$ cat config.mk
export PLATFORM = sky130hd
export DESIGN_NAME = ds18b20_poll_sched
export DESIGN_NICKNAME = d
export VERILOG_FILES = /design/src/rtl/ds18b20_poll_sched.sv
export SDC_FILE = /design/constraint.sdc
export NUM_CORES = 1
export LEC_CHECK = 0
export ABC_AREA = 1
export ABC_CLOCK_PERIOD_IN_PS = 2000
export CORE_MARGIN = 5
export CORE_UTILIZATION = 49
export DETAILED_ROUTE_END_ITERATION = 7
export PLACE_DENSITY = 0.71
export SLEW_MARGIN = 20
export SYNTH_ARGS = -nofsm -noshare
export SYNTH_HDL_FRONTEND = slang
export SYNTH_SLANG_ARGS = --single-unit
$ cat constraint.sdc
create_clock -name clk -period 2 [get_ports clk]
set_input_delay 0.3 -clock clk [delete_from_list [all_inputs] [get_ports clk]]
set_output_delay 0.3 -clock clk [all_outputs]
set_load 0.01 [all_outputs]
$ cat src/rtl/ds18b20_poll_sched.sv
// Round-robin CONVERT_T / READ_SCRATCHPAD poll scheduler for DS18B20 sensors
// sharing one 1-wire bus, with CRC retry and a per-sensor error map.
//
// Ports:
//   clk, rst          clock, synchronous active-high reset
//   F1M               1 MHz one-clk enable; the FSM only moves on these ticks
//   enable            keep polling; when low the FSM parks in IDLE
//   ow_go/cmd/idx     request to the 1-wire engine (cmd 0=CONVERT_T, 1=READ)
//   ow_busy/ow_done   engine status and one-clk completion strobe
//   crc_start         CRC check request, high for exactly one F1M tick
//   crc_we/crc_bad    CRC end-of-check strobe and mismatch level
//   smp_valid/idx/ok  one-clk sample report
//   err_flags         per-sensor sticky error, cleared by a good sample
//   fail_cnt          saturating CRC-mismatch counter (SCHED_FAILCNT_EN only)
//
// Build option: define SCHED_FAILCNT_EN to add the fail_cnt output.

module ds18b20_poll_sched #(
    parameter int N_SENS    = 4,
    parameter int IDXW      = 2,
    parameter int T_CONV_US = 750000,
    parameter int TMO_US    = 20000,
    parameter int MAX_RETRY = 2
) (
    input  logic              clk,
    input  logic              rst,
    input  logic              F1M,
    input  logic              enable,
    output logic              ow_go,
    output logic              ow_cmd,
    output logic [IDXW-1:0]   ow_idx,
    input  logic              ow_busy,
    input  logic              ow_done,
    output logic              crc_start,
    input  logic              crc_we,
    input  logic              crc_bad,
    output logic              smp_valid,
    output logic [IDXW-1:0]   smp_idx,
    output logic              smp_ok,
    output logic [N_SENS-1:0] err_flags
`ifdef SCHED_FAILCNT_EN
    ,
    output logic [15:0]       fail_cnt
`endif
);

    localparam logic [3:0] S_IDLE      = 4'd0;
    localparam logic [3:0] S_CONV_REQ  = 4'd1;
    localparam logic [3:0] S_CONV_WAIT = 4'd2;
    localparam logic [3:0] S_DELAY     = 4'd3;
    localparam logic [3:0] S_READ_REQ  = 4'd4;
    localparam logic [3:0] S_READ_WAIT = 4'd5;
    localparam logic [3:0] S_CRC_GO    = 4'd6;
    localparam logic [3:0] S_CRC_WAIT  = 4'd7;
    localparam logic [3:0] S_PASS      = 4'd8;
    localparam logic [3:0] S_FAIL      = 4'd9;
    localparam logic [3:0] S_NEXT      = 4'd10;

    // The timer holds the number of ticks already spent in the state, so a
    // limit of L means the L+1-th tick in the state is the deciding one.
    localparam logic [19:0] L_TMO  =
        (TMO_US > 0) ? 20'(TMO_US - 1) : 20'd0;
    localparam logic [19:0] L_CONV =
        (T_CONV_US > 0) ? 20'(T_CONV_US - 1) : 20'd0;
    localparam logic [2:0]  L_RETRY = 3'(MAX_RETRY);
    localparam logic [IDXW-1:0] L_LAST = IDXW'(N_SENS - 1);

    logic [3:0]        r_state;
    logic [3:0]        w_nxt;
    logic [IDXW-1:0]   r_idx;
    logic [2:0]        r_retry;
    logic [19:0]       r_tmr;
    logic              r_done_seen;
    logic              r_we_seen;
    logic              r_bad_seen;
    logic              r_ow_go;
    logic              r_ow_cmd;
    logic [IDXW-1:0]   r_ow_idx;
    logic              r_smp_valid;
    logic [IDXW-1:0]   r_smp_idx;
    logic              r_smp_ok;
    logic [N_SENS-1:0] r_err;

    logic w_ow_wait;
    logic w_done;
    logic w_we;
    logic w_bad;
    logic w_tmo;
    logic w_retry_ok;

    // Strobes from the engine and CRC block may land between F1M ticks;
    // they are remembered until the next tick, but only in the state that
    // is actually waiting for them, so stray strobes elsewhere vanish.
    assign w_ow_wait  = (r_state == S_CONV_WAIT) || (r_state == S_READ_WAIT);
    assign w_done     = r_done_seen | ow_done;
    assign w_we       = r_we_seen | crc_we;
    assign w_bad      = r_we_seen ? r_bad_seen : crc_bad;
    assign w_tmo      = (r_tmr >= L_TMO);
    assign w_retry_ok = (r_retry < L_RETRY);

    always_comb begin
        w_nxt = r_state;
        case (r_state)
            S_IDLE: begin
                if (enable && !ow_busy)
                    w_nxt = S_CONV_REQ;
            end
            S_CONV_REQ: w_nxt = S_CONV_WAIT;
            S_CONV_WAIT: begin
                if (w_done)
                    w_nxt = S_DELAY;
                else if (w_tmo)
                    w_nxt = S_FAIL;
            end
            S_DELAY: begin
                if (r_tmr >= L_CONV)
                    w_nxt = S_READ_REQ;
            end
            S_READ_REQ: w_nxt = S_READ_WAIT;
            S_READ_WAIT: begin
                if (w_done)
                    w_nxt = S_CRC_GO;
                else if (w_tmo)
                    w_nxt = S_FAIL;
            end
            S_CRC_GO: w_nxt = S_CRC_WAIT;
            S_CRC_WAIT: begin
                if (w_we) begin
                    if (!w_bad)
                        w_nxt = S_PASS;
                    else if (w_retry_ok)
                        w_nxt = S_READ_REQ;
                    else
                        w_nxt = S_FAIL;
                end else if (w_tmo) begin
                    w_nxt = S_FAIL;
                end
            end
            S_PASS:  w_nxt = S_NEXT;
            S_FAIL:  w_nxt = S_NEXT;
            S_NEXT:  w_nxt = S_IDLE;
            default: w_nxt = S_IDLE;
        endcase
    end

    always_ff @(posedge clk) begin
        if (rst) begin
            r_state     <= S_IDLE;
            r_idx       <= '0;
            r_retry     <= '0;
            r_tmr       <= '0;
            r_done_seen <= 1'b0;
            r_we_seen   <= 1'b0;
            r_bad_seen  <= 1'b0;
            r_ow_go     <= 1'b0;
            r_ow_cmd    <= 1'b0;
            r_ow_idx    <= '0;
            r_smp_valid <= 1'b0;
            r_smp_idx   <= '0;
            r_smp_ok    <= 1'b0;
            r_err       <= '0;
        end else begin
            r_ow_go     <= 1'b0;
            r_smp_valid <= 1'b0;

            if (w_ow_wait && ow_done)
                r_done_seen <= 1'b1;
            if ((r_state == S_CRC_WAIT) && crc_we && !r_we_seen) begin
                r_we_seen  <= 1'b1;
                r_bad_seen <= crc_bad;
            end

            if (F1M) begin
                r_state <= w_nxt;
                // Entering a state restarts its timer and forgets strobes.
                if (w_nxt != r_state) begin
                    r_tmr       <= '0;
                    r_done_seen <= 1'b0;
                    r_we_seen   <= 1'b0;
                    r_bad_seen  <= 1'b0;
                end else if (r_tmr != 20'hFFFFF) begin
                    r_tmr <= r_tmr + 20'd1;
                end

                case (r_state)
                    S_CONV_REQ: begin
                        r_ow_go  <= 1'b1;
                        r_ow_cmd <= 1'b0;
                        r_ow_idx <= r_idx;
                    end
                    S_READ_REQ: begin
                        r_ow_go  <= 1'b1;
                        r_ow_cmd <= 1'b1;
                        r_ow_idx <= r_idx;
                    end
                    S_CRC_WAIT: begin
                        if (w_we && w_bad && w_retry_ok)
                            r_retry <= r_retry + 3'd1;
                    end
                    S_PASS: begin
                        r_smp_valid  <= 1'b1;
                        r_smp_ok     <= 1'b1;
                        r_smp_idx    <= r_idx;
                        r_err[r_idx] <= 1'b0;
                    end
                    S_FAIL: begin
                        r_smp_valid  <= 1'b1;
                        r_smp_ok     <= 1'b0;
                        r_smp_idx    <= r_idx;
                        r_err[r_idx] <= 1'b1;
                    end
                    S_NEXT: begin
                        r_retry <= '0;
                        if (r_idx == L_LAST)
                            r_idx <= '0;
                        else
                            r_idx <= r_idx + 1'b1;
                    end
                    default: ;
                endcase
            end
        end
    end

    assign ow_go     = r_ow_go;
    assign ow_cmd    = r_ow_cmd;
    assign ow_idx    = r_ow_idx;
    // CRC_GO always lasts until the next tick, so this spans one tick.
    assign crc_start = (r_state == S_CRC_GO);
    assign smp_valid = r_smp_valid;
    assign smp_idx   = r_smp_idx;
    assign smp_ok    = r_smp_ok;
    assign err_flags = r_err;

`ifdef SCHED_FAILCNT_EN
    logic [15:0] r_fail_cnt;

    always_ff @(posedge clk) begin
        if (rst)
            r_fail_cnt <= '0;
        else if (F1M && (r_state == S_CRC_WAIT) && w_we && w_bad
                 && (r_fail_cnt != 16'hFFFF))
            r_fail_cnt <= r_fail_cnt + 16'd1;
    end

    assign fail_cnt = r_fail_cnt;
`endif

endmodule

==> flow_summary_export.csv <==
group,metric,value,unit
yosys,synth_top_area_cell,"dfxtp_1",
grt,grt_pass1_wl,13000,um
final_layout,seq_area,887,um2
yosys,yosysWarnings,0,
yosys,synth_edf_count,0,
pwr,pwr_density_cell,542,nW/um2
final_layout,num-nets-final,514,
clock_network,clk_pin_slew,0.09,ns
pwr,pwr-share-comb,24.1,%
yosys,synthFlopType,"dfxtp_1",
sta,drv_slew,0,
sta,tightestPinTransition,0.464,ns
run_status,outcome,"finished with violations",
clock_network,cts_buffer_depth,2,
sta,setup_slack,-0.278,ns
route,drtAntennaViolNets,0,
yosys,yosysMostFrequentCell,"nand2_1",
place,gp_congestion,0.901,
pwr,seq_power_share,42.3,%
grt,antenna_found_initial,0,
clock_network,cts_root_buf,"clkbuf_8",
yosys,synthAdderAreaFrac,2.66,%
floorplan,core_area,5540,um2
critical_path,critPathKind,"reg2reg",
pwr,switchingPower,0.635,mW
floorplan,dieArea,7390,um2
clock_network,htreeDepth,2,
pwr,intPower,1.50,mW
critical_path,cp_data_arrival_time,2.51,ns
sta,final_hold_viol_count,0,
sta,fmax,0.439,GHz
floorplan,initial_core_util,51.0,%
pwr,p_leak,1.73,nW
yosys,ys_seq_area_share,31.2,%
yosys,synth-compound-area-share,12.2,%
critical_path,path_max_fanout,10,
sta,period_share,114,%
yosys,synth_area_leaders,"dfxtp_1, nand2_1, inv_1",
sta,relSlewSlack,68.8,%
critical_path,rr_worst_depth,14,
yosys,syn_inst,426,
route,avgRoutedWirePerCell,15.0,um
grt,grt_pass1_vias,2924,
clock_network,hold_buffers,0,
yosys,yosys.area_share.simple,37.0,%
final_layout,diodes,0,
worst_hold_path,hold_path_class,"reg2reg",
grt,grt_usage,21.8,%
sta,rsz0062_at_grt,"yes",
critical_path,r2r-start,"r_tmr[18]",
yosys,syn-num-nets,440,
worst_hold_path,min-delay-start,"ow_idx[0]",
route,first_iter_violations,158,
route,dr.pass1.iters,4,
run_status,violations,"negative setup slack",
final_layout,multi_input_area,1860,um2
yosys,synth_top_family_by_area,"simple AND/OR/NAND/NOR gates",
critical_path,r2r_end,"r_tmr[16]",
critical_path,r2r_slack,-0.28,ns
yosys,synth.distinct_cells,39,
yosys,synth_xor_area_share,4.96,%
final_layout,synthToLayoutAreaGrowth,39.4,%
route,num_vias,3133,
yosys,syn_area,2830,um2
floorplan,num_rows,27,
place,dp_hpwl,5660,um
route,drc,0,
final_layout,finalCoreUtilization,71.1,%
clock_network,clock-sinks,44,
grt,grt_max_degree,20,
yosys,synth_area_per_cell,6.63,um2
worst_hold_path,hold_depth,2,
run,cap_violations,0,
route,wirelength,8590,um
sta,fin_skew,0.0110,ns
floorplan,ios,21,
sta,setup_viol,23,
clock_network,clock_latency,0.30,ns
route,via_per_inst,5.47,
yosys,synth_seq_cells,44,
floorplan,chipWidth,86.0,um
sta,holdWs,0.455,ns
worst_hold_path,min_to,"ow_idx[0]",
place,portBuffers,20,
place,pre_cts_ws,-0.257,ns
final_layout,layout-drive-gt1-share,28.9,%
yosys,synth.top_cell.area_share,31.2,%
yosys,synthArstFlopShare,0,%
pwr,ir_worst_vdd,495,uV
floorplan,die_y,86.0,um
yosys,synth.area.mux_share,0,%
yosys,ys_top_cells_by_count,"nand2_1, inv_1, nor2_1",
grt,grt-ovfl-total,0,
clock_network,cts_tree,"built",
sta,finalCriticalPeriod,2.28,ns
critical_path,critPathLaunchType,"register",
critical_path,crit_path_end_kind,"register",
clock_network,cts_buffers,5,
pwr,p_sw_share,29.7,%
final_layout,fillers,462,
critical_path,required,2.23,ns
pwr,clockPowerShare,33.5,%
-- metrics by stage --
step	TNS, ns	cells	area, um2	total power [mW]
floorplan	0	426	2830	1.13
global placement	-3.00	558	3440	1.24
detailed placement	-4.29	558	3440	1.25
CTS	-3.30	572	3710	2.05
global route	-8.31	573	3940	2.21
finish	-5.21	573	3940	2.14
-- logic make-up after synthesis --
logic type	count (synthesis)
AO/OA/AOI/OAI	65
buffers and inverters	77
AND/OR/NAND/NOR	218
adder cells (fa/ha/maj)	6
flip-flops	44
XOR/XNOR	16
-- power groups by stage --
stage | logic [mW] | clock network (mW) | registers [mW]
floorplan | 0.206 | 0 | 0.924
global placement | 0.316 | 0 | 0.921
detailed placement | 0.325 | 0 | 0.922
CTS | 0.420 | 0.724 | 0.904
global route | 0.542 | 0.765 | 0.906
finish | 0.515 | 0.716 | 0.904
-- cells in the final DEF (no fill, tap or decap), types with 14 or more instances in the layout --
| cell type | count |
|---|---|
| nand2_1 | 65 |
| inv_1 | 53 |
| buf_4 | 53 |
| nor2_1 | 44 |
| dfxtp_1 | 39 |
| a21oi_1 | 33 |
| nand4_1 | 25 |
| nand3_1 | 22 |
| clkdlybuf4s50_1 | 19 |
| o21ai_0 | 15 |
| nand2_2 | 14 |
-- worst max-delay path, stage by stage, from the launching register on --
cell,delay (ns)
dfxtp_2,0.35
nor2_1,0.13
nand2_2,0.11
nor3_4,0.34
nand2_2,0.12
o21ai_2,0.15
nand2_2,0.12
nand2_2,0.12
nand2_2,0.07
nand2_2,0.09
nand3_4,0.11
nand2_8,0.11
buf_12,0.15
nand3_1,0.08
a21oi_1,0.15
-- sequential cells by signal (all words and copies together), names as in the netlist, named ones only --
signal / flops
r_done_seen: 1
ow_cmd: 1
smp_ok: 1
ow_go: 1
ow_idx: 2
smp_idx: 2
r_tmr: 20
r_idx: 2
smp_valid: 1
r_bad_seen: 1
r_we_seen: 1
r_state: 4
r_retry: 3
-- layout make-up --
| cell class | count | area share [%] |
|---|---|---|
| Multi-Input combinational cell | 305 | 47.2 |
| Clock buffer | 5 | 1.75 |
| Tap cell | 72 | 2.29 |
| Sequential cell | 44 | 22.5 |
| Clock inverter | 3 | 1.17 |
| Inverter | 62 | 5.97 |
| Timing Repair Buffer | 82 | 19.1 |
-- how the worst max path moves through the flow --
stage,from,endpoint,depth (start not counted)
CTS,r_tmr[0],r_tmr[18],18
finish,r_tmr[18],r_tmr[16],14
global placement,crc_we,r_tmr[1],15
detailed placement,r_tmr[0],r_tmr[12],15
global route,r_tmr[18],r_tmr[16],14
floorplan,r_tmr[0],r_tmr[0],13
-- layer usage --
metal  vias to the layer above  GRT usage [%]  part of all wire [%]
met2                        94           39.5                    52
met5                         -              0                     0
li1                       1553              -                     -
met3                        32           4.03                   4.6
met4                         0           8.63                   3.5
met1                      1454           25.1                    40
-- timing repair --
| action | in CTS | in global routing |
|---|---|---|
| buffers inserted | 5 | 2 |
| cloned | 1 | 2 |
| endpoints found under the setup margin | 24 | 23 |
| hold endpoints to repair | 0 | 0 |
| resized for setup | 20 | 52 |
| pin swaps | 12 | 40 |
No activity file was read; power rests on OpenSTA's default activity.
